**src/rtl/vga_raster_timing.sv**
```systemverilog
// Raster timing generator: pixel/line counters, registered sync/blank/border
// flags decoded from the next counter value, glyph coordinates one clock
// behind, and sync/blank copies delayed to match a lookup pipeline.
module vga_raster_timing #(
  parameter int H_ACTIVE     = 640,
  parameter int H_FRONT      = 16,
  parameter int H_SYNC       = 96,
  parameter int H_BACK       = 48,
  parameter int V_ACTIVE     = 480,
  parameter int V_FRONT      = 10,
  parameter int V_SYNC       = 2,
  parameter int V_BACK       = 33,
  parameter bit HSYNC_POL    = 1'b0,
  parameter bit VSYNC_POL    = 1'b0,
  parameter int BORDER_TOP   = 40,
  parameter int CONTENT_ROWS = 400,
  parameter int ROW_SHIFT    = 1,
  parameter int PIPE_DELAY   = 2
) (
  input  logic       clk,
  input  logic       reset,
  input  logic       enable,
  output logic [9:0] col,
  output logic [9:0] row,
  output logic       hsync,
  output logic       vsync,
  output logic       blank,
  output logic       border,
  output logic [9:0] content_row,
  output logic [2:0] glyph_col,
  output logic [2:0] glyph_row,
  output logic       frame_start,
  output logic       line_start,
  output logic       hsync_d,
  output logic       vsync_d,
  output logic       blank_d
);

  localparam int H_TOTAL = H_ACTIVE + H_FRONT + H_SYNC + H_BACK;
  localparam int V_TOTAL = V_ACTIVE + V_FRONT + V_SYNC + V_BACK;

  localparam logic [9:0]  H_LAST = 10'(H_TOTAL - 1);
  localparam logic [9:0]  V_LAST = 10'(V_TOTAL - 1);
  // Decode bounds are 11 bits: an end bound can equal 1024 when a back porch is 0.
  localparam logic [10:0] H_ACT  = 11'(H_ACTIVE);
  localparam logic [10:0] V_ACT  = 11'(V_ACTIVE);
  localparam logic [10:0] HS_BEG = 11'(H_ACTIVE + H_FRONT);
  localparam logic [10:0] HS_END = 11'(H_ACTIVE + H_FRONT + H_SYNC);
  localparam logic [10:0] VS_BEG = 11'(V_ACTIVE + V_FRONT);
  localparam logic [10:0] VS_END = 11'(V_ACTIVE + V_FRONT + V_SYNC);
  localparam logic [10:0] BD_BEG = 11'(BORDER_TOP);
  localparam logic [10:0] BD_END = 11'(BORDER_TOP + CONTENT_ROWS);

  logic [9:0] col_nxt, row_nxt;
  logic       h_wrap, v_wrap;
  logic       hs_act_nxt, vs_act_nxt, blank_nxt, border_nxt;

  // Next counter values and the flags that describe them.
  always_comb begin
    h_wrap  = enable && (col == H_LAST);
    v_wrap  = h_wrap && (row == V_LAST);
    col_nxt = col;
    row_nxt = row;
    if (enable) col_nxt = h_wrap ? 10'd0 : col + 10'd1;
    if (h_wrap) row_nxt = v_wrap ? 10'd0 : row + 10'd1;
    hs_act_nxt = ({1'b0, col_nxt} >= HS_BEG) && ({1'b0, col_nxt} < HS_END);
    vs_act_nxt = ({1'b0, row_nxt} >= VS_BEG) && ({1'b0, row_nxt} < VS_END);
    blank_nxt  = ({1'b0, col_nxt} >= H_ACT) || ({1'b0, row_nxt} >= V_ACT);
    border_nxt = !blank_nxt &&
                 (({1'b0, row_nxt} < BD_BEG) || ({1'b0, row_nxt} >= BD_END));
  end

  // Counters and registered flags; start pulses only on an enabled wrap.
  always_ff @(posedge clk or posedge reset) begin
    if (reset) begin
      col         <= '0;
      row         <= '0;
      hsync       <= !HSYNC_POL;
      vsync       <= !VSYNC_POL;
      blank       <= 1'b0;
      border      <= (BORDER_TOP > 0);
      line_start  <= 1'b0;
      frame_start <= 1'b0;
    end else begin
      col         <= col_nxt;
      row         <= row_nxt;
      hsync       <= hs_act_nxt ? HSYNC_POL : !HSYNC_POL;
      vsync       <= vs_act_nxt ? VSYNC_POL : !VSYNC_POL;
      blank       <= blank_nxt;
      border      <= border_nxt;
      line_start  <= h_wrap;
      frame_start <= v_wrap;
    end
  end

  // Wraps modulo 1024, so rows above the content window read as large values.
  assign content_row = row - 10'(BORDER_TOP);

  // Glyph coordinates trail the counters by one clock for the font ROM address.
  always_ff @(posedge clk or posedge reset) begin
    if (reset) begin
      glyph_col <= '0;
      glyph_row <= '0;
    end else begin
      glyph_col <= col[2:0];
      glyph_row <= 3'(content_row >> ROW_SHIFT);
    end
  end

  // Delay line runs regardless of enable; bit 0 is newest, MSB is the output.
  if (PIPE_DELAY == 0) begin : g_nodly
    assign hsync_d = hsync;
    assign vsync_d = vsync;
    assign blank_d = blank;
  end else begin : g_dly
    logic [PIPE_DELAY-1:0] hs_sr, vs_sr, bl_sr;

    // Shift register loads inactive levels on reset so no stale sync escapes.
    always_ff @(posedge clk or posedge reset) begin
      if (reset) begin
        hs_sr <= {PIPE_DELAY{!HSYNC_POL}};
        vs_sr <= {PIPE_DELAY{!VSYNC_POL}};
        bl_sr <= {PIPE_DELAY{1'b1}};
      end else begin
        hs_sr <= PIPE_DELAY'({hs_sr, hsync});
        vs_sr <= PIPE_DELAY'({vs_sr, vsync});
        bl_sr <= PIPE_DELAY'({bl_sr, blank});
      end
    end

    assign hsync_d = hs_sr[PIPE_DELAY-1];
    assign vsync_d = vs_sr[PIPE_DELAY-1];
    assign blank_d = bl_sr[PIPE_DELAY-1];
  end

endmodule

```
**config.mk**
```make
export PLATFORM = sky130hd
export DESIGN_NAME = vga_raster_timing
export DESIGN_NICKNAME = d
export VERILOG_FILES = /design/src/rtl/vga_raster_timing.sv
export SDC_FILE = /design/constraint.sdc
export NUM_CORES = 1
export LEC_CHECK = 0
export BUFFER_PORTS_ARGS = -buffer_cell sky130_fd_sc_hd__buf_2
export CAP_MARGIN = 20
export CORE_MARGIN = 2
export CORE_UTILIZATION = 38
export DETAILED_ROUTE_END_ITERATION = 10
export PLACE_DENSITY = 0.72
export SYNTH_ARGS = -nofsm -noshare
export SYNTH_HDL_FRONTEND = slang
export SYNTH_SLANG_ARGS = --single-unit
```
**constraint.sdc**
```tcl
create_clock -name clk -period 2.6 [get_ports clk]
set_input_delay 0.13 -clock clk [delete_from_list [all_inputs] [get_ports clk]]
set_output_delay 0.13 -clock clk [all_outputs]
set_load 0.05 [all_outputs]
```
==> flow_summary.json <==
{
  "ys_warn_count": 0,
  "drive_gt1_share_pct": 34.5,
  "cpMaxStageDelayCell": "dfrtp_1",
  "slew_headroom_pct": 53.7,
  "drtPass1Iterations": 4,
  "antenna_found_initial": 0,
  "insertion_delay_ps": 290,
  "fmax_ghz": 0.410,
  "rsz0062_at_grt": "false",
  "drc": 0,
  "reg2reg_to": "border$_DFF_PP1_",
  "powerDensity_mw_per_mm2": 701,
  "grt_start_max_net_pins": 21,
  "arrival_ps": 2670,
  "ant_nets": 0,
  "synth_compound_area_share_pct": 9.70,
  "routedWlPerCell_um": 13.2,
  "synthTopCellsByArea": "dfrtp_1, dfstp_2, xor2_1, nand4_1, inv_1",
  "finalCritPeriodShare_pct": 93.8,
  "crit_start": "col[0]$_DFF_PP0_",
  "final_nets": 239,
  "synthMuxAreaShare_pct": 2.10,
  "p_leak_nw": 1.22,
  "wl_um": 3950,
  "synth_xor_area_share_pct": 6.42,
  "io_buffers": 47,
  "finClkSkew_ps": 3.60,
  "synth_enable_flop_cells": 0,
  "ys_types": 46,
  "core_mm2": 0.00479,
  "synth_top_area_share_pct": 38.0,
  "clock-sinks": 38,
  "met2_wirelength_um": 1920,
  "wl_met3_um": 231,
  "synth_ff_type": "dfrtp_1",
  "syn_to_final_growth_pct": 22.9,
  "grt_pass1_wl_um": 6490,
  "pin_count": 48,
  "h-tree-depth": 2,
  "drv_slew": 0,
  "clock_path_buffers": 2,
  "grt_overflow": 0,
  "syn_nets": 190,
  "worst_pin_slew_ps": 694,
  "fin_tns_setup_ps": 0,
  "fillCellCount": 433,
  "placement_rows": 25,
  "routabilityCongestion": 0.945,
  "cpPeakStageDelay_ps": 420,
  "fin_crit_ps": 2440,
  "dieArea_mm2": 0.00561,
  "vias": 1516,
  "routed_via_density": 5.07,
  "cts_root_buffer": "clkbuf_8",
  "crit_cells": 7,
  "hold_path.class": "primary input to flip-flop",
  "pre_cts_slack_ps": 210,
  "numCtsBuffers": 5,
  "path_clk_slew_ps": 70,
  "drt_iter0_drc": 89,
  "dp_hpwl_um": 2930,
  "peakVddDrop_mv": 0.320,
  "routed.top_layer": "met4",
  "rr_worst_depth": 7,
  "wl_met1_um": 1750,
  "critPathTopFamily": "simple AND/OR/NAND/NOR gates",
  "cp_cell_sequence": "ha_1 > and3_1 > nand4_2 > mux2i_1 > or3_1 > a211o_1 > o21ba_1",
  "syn-cell-area_mm2": 0.00191,
  "postSynthCellCount": 182,
  "hold_viol": 0,
  "synth_fa_ha_area_share_pct": 3.28,
  "drv_cap": 0,
  "ys_seq_area_share_pct": 50.4,
  "worstPathRequired_ps": 2830,
  "ys_ff_latch": 38,
  "synth_top_family_by_area": "simple AND/OR/NAND/NOR gates",
  "cp-start-kind": "flip-flop",
  "synth_area_leader_cell": "dfrtp_1",
  "die_h_um": 74.9,
  "cts_tree": "built",
  "initial_core_util_pct": 39.9,
  "die_w_um": 74.9,
  "r2r_start": "col[0]$_DFF_PP0_",
  "grt_use_total_pct": 15.6,
  "path_max_fanout": 10,
  "antennaDiodeCount": 0,
  "async_reset_ff_share_pct": 100,
  "end_kind": "flip-flop",
  "synthSimpleGateAreaFrac_pct": 21.0,
  "grt_pass1_vias": 1324,
  "outcome": "finished clean",
  "syn_avg_cell_area_um2": 10.5,
  "path_class": "flip-flop to flip-flop",
  "path_buf_inv": 0,
  "fin_ws_ps": 162,
  "rrSetupSlack_ps": 160,
  "endpoint": "border$_DFF_PP1_",
  "setup_viol": 0
}
-- timing repair --
| action | 4_1_cts | 5_1_grt |
|---|---|---|
| hold endpoints to repair | 13 | 0 |
| setup endpoints to repair | 0 | 1 |
| hold buffers | 1 | 0 |
| buffers inserted | 0 | 0 |
| gates resized for setup | 0 | 1 |
-- area by class of cell --
cell class / instances / area [um^2] / area share [%]
clock buffer: 5 / 68.8 / 2.93
clock inverter: 3 / 68.8 / 2.93
inverter: 19 / 71.3 / 3.04
multi-input combinational: 115 / 816 / 34.8
sequential: 38 / 962 / 41.0
tap: 67 / 83.8 / 3.57
timing repair buffer: 52 / 275 / 11.7
-- cell usage after synthesis (all sizes together) (2+ instances only) --
cell type  number
nor2            7
nand4          12
or4             3
and3            5
inv            19
a21oi           4
nand3           8
xor2            8
o31a            2
xnor2           6
dfrtp          29
nor3            3
o21ai           8
mux2i           4
ha              5
o21a            2
nor4            5
o211ai          2
and4            2
clkbuf          2
nand2          12
dfstp           9
and4b           2
or3             3
buf             8
-- cell usage in the layout (no fill, tap or decap), types with 3 or more instances in the layout --
cell type   n
a21oi_1     3
and3_1      5
buf_2      47
buf_4       4
clkbuf_8    5
dfrtp_1    29
dfstp_2     9
ha_1        5
inv_1      17
mux2i_1     4
nand2_1    12
nand3_1     7
nand4_1    11
nor2_1      6
nor3_1      3
nor4_1      5
o21ai_0     8
xnor2_1     6
xor2_1      8
-- per-layer routing --
layer,track usage (%),vias up
met4,6.15,0
met5,0,-
met3,4.82,7
met2,23.4,50
li1,-,737
met1,21.0,722
-- cells by family after synthesis --
family	count (synthesis)
xor+xnor	14
buf+inv	29
simple gates	67
flops	38
fa+ha+maj	5
compound gates	25
mux	4
-- report_power, final --
group          leakage, nW  total, W  switching (W)  internal [W]
Sequential           0.451  0.000707      0.0000647      0.000642
Clock               0.0683  0.000596       0.000212      0.000384
Combinational        0.705  0.000341       0.000263     0.0000780
Total                 1.22   0.00164       0.000540       0.00110
-- worst min-delay path by stage --
stage               cells past startpoint                     end    from  slack [ps]
floorplan                               1        col[0]$_DFF_PP0_  enable         220
global placement                        2  glyph_col[2]$_DFF_PP0_   reset         270
detailed placement                      2        col[2]$_DFF_PP0_   reset         280
CTS                                     2        col[0]$_DFF_PP0_  enable         120
global route                            2        col[0]$_DFF_PP0_  enable         120
finish                                  2        col[0]$_DFF_PP0_  enable         120
-- flip-flops by register name, indices dropped and copies added (netlist names), 2 cells and up --
register	cells
col	10
g_dly.bl_sr	2
g_dly.hs_sr	2
g_dly.vs_sr	2
glyph_col	3
glyph_row	3
row	10
-- per-stage QoR --
stage	area (um^2)	util, %	cells	hold slack [ps]	total power [W]
5_1_grt	2350	49.0	299	123	0.00172
3_5_place_dp	2190	45.8	290	278	0.00105
4_1_cts	2340	48.9	299	116	0.00166
3_3_place_gp	2190	45.8	290	274	0.00105
2_1_floorplan	1910	-	182	223	0.000967
6_report	2350	49.0	299	119	0.00164
Note: power is estimated with default switching activity, not from simulation.
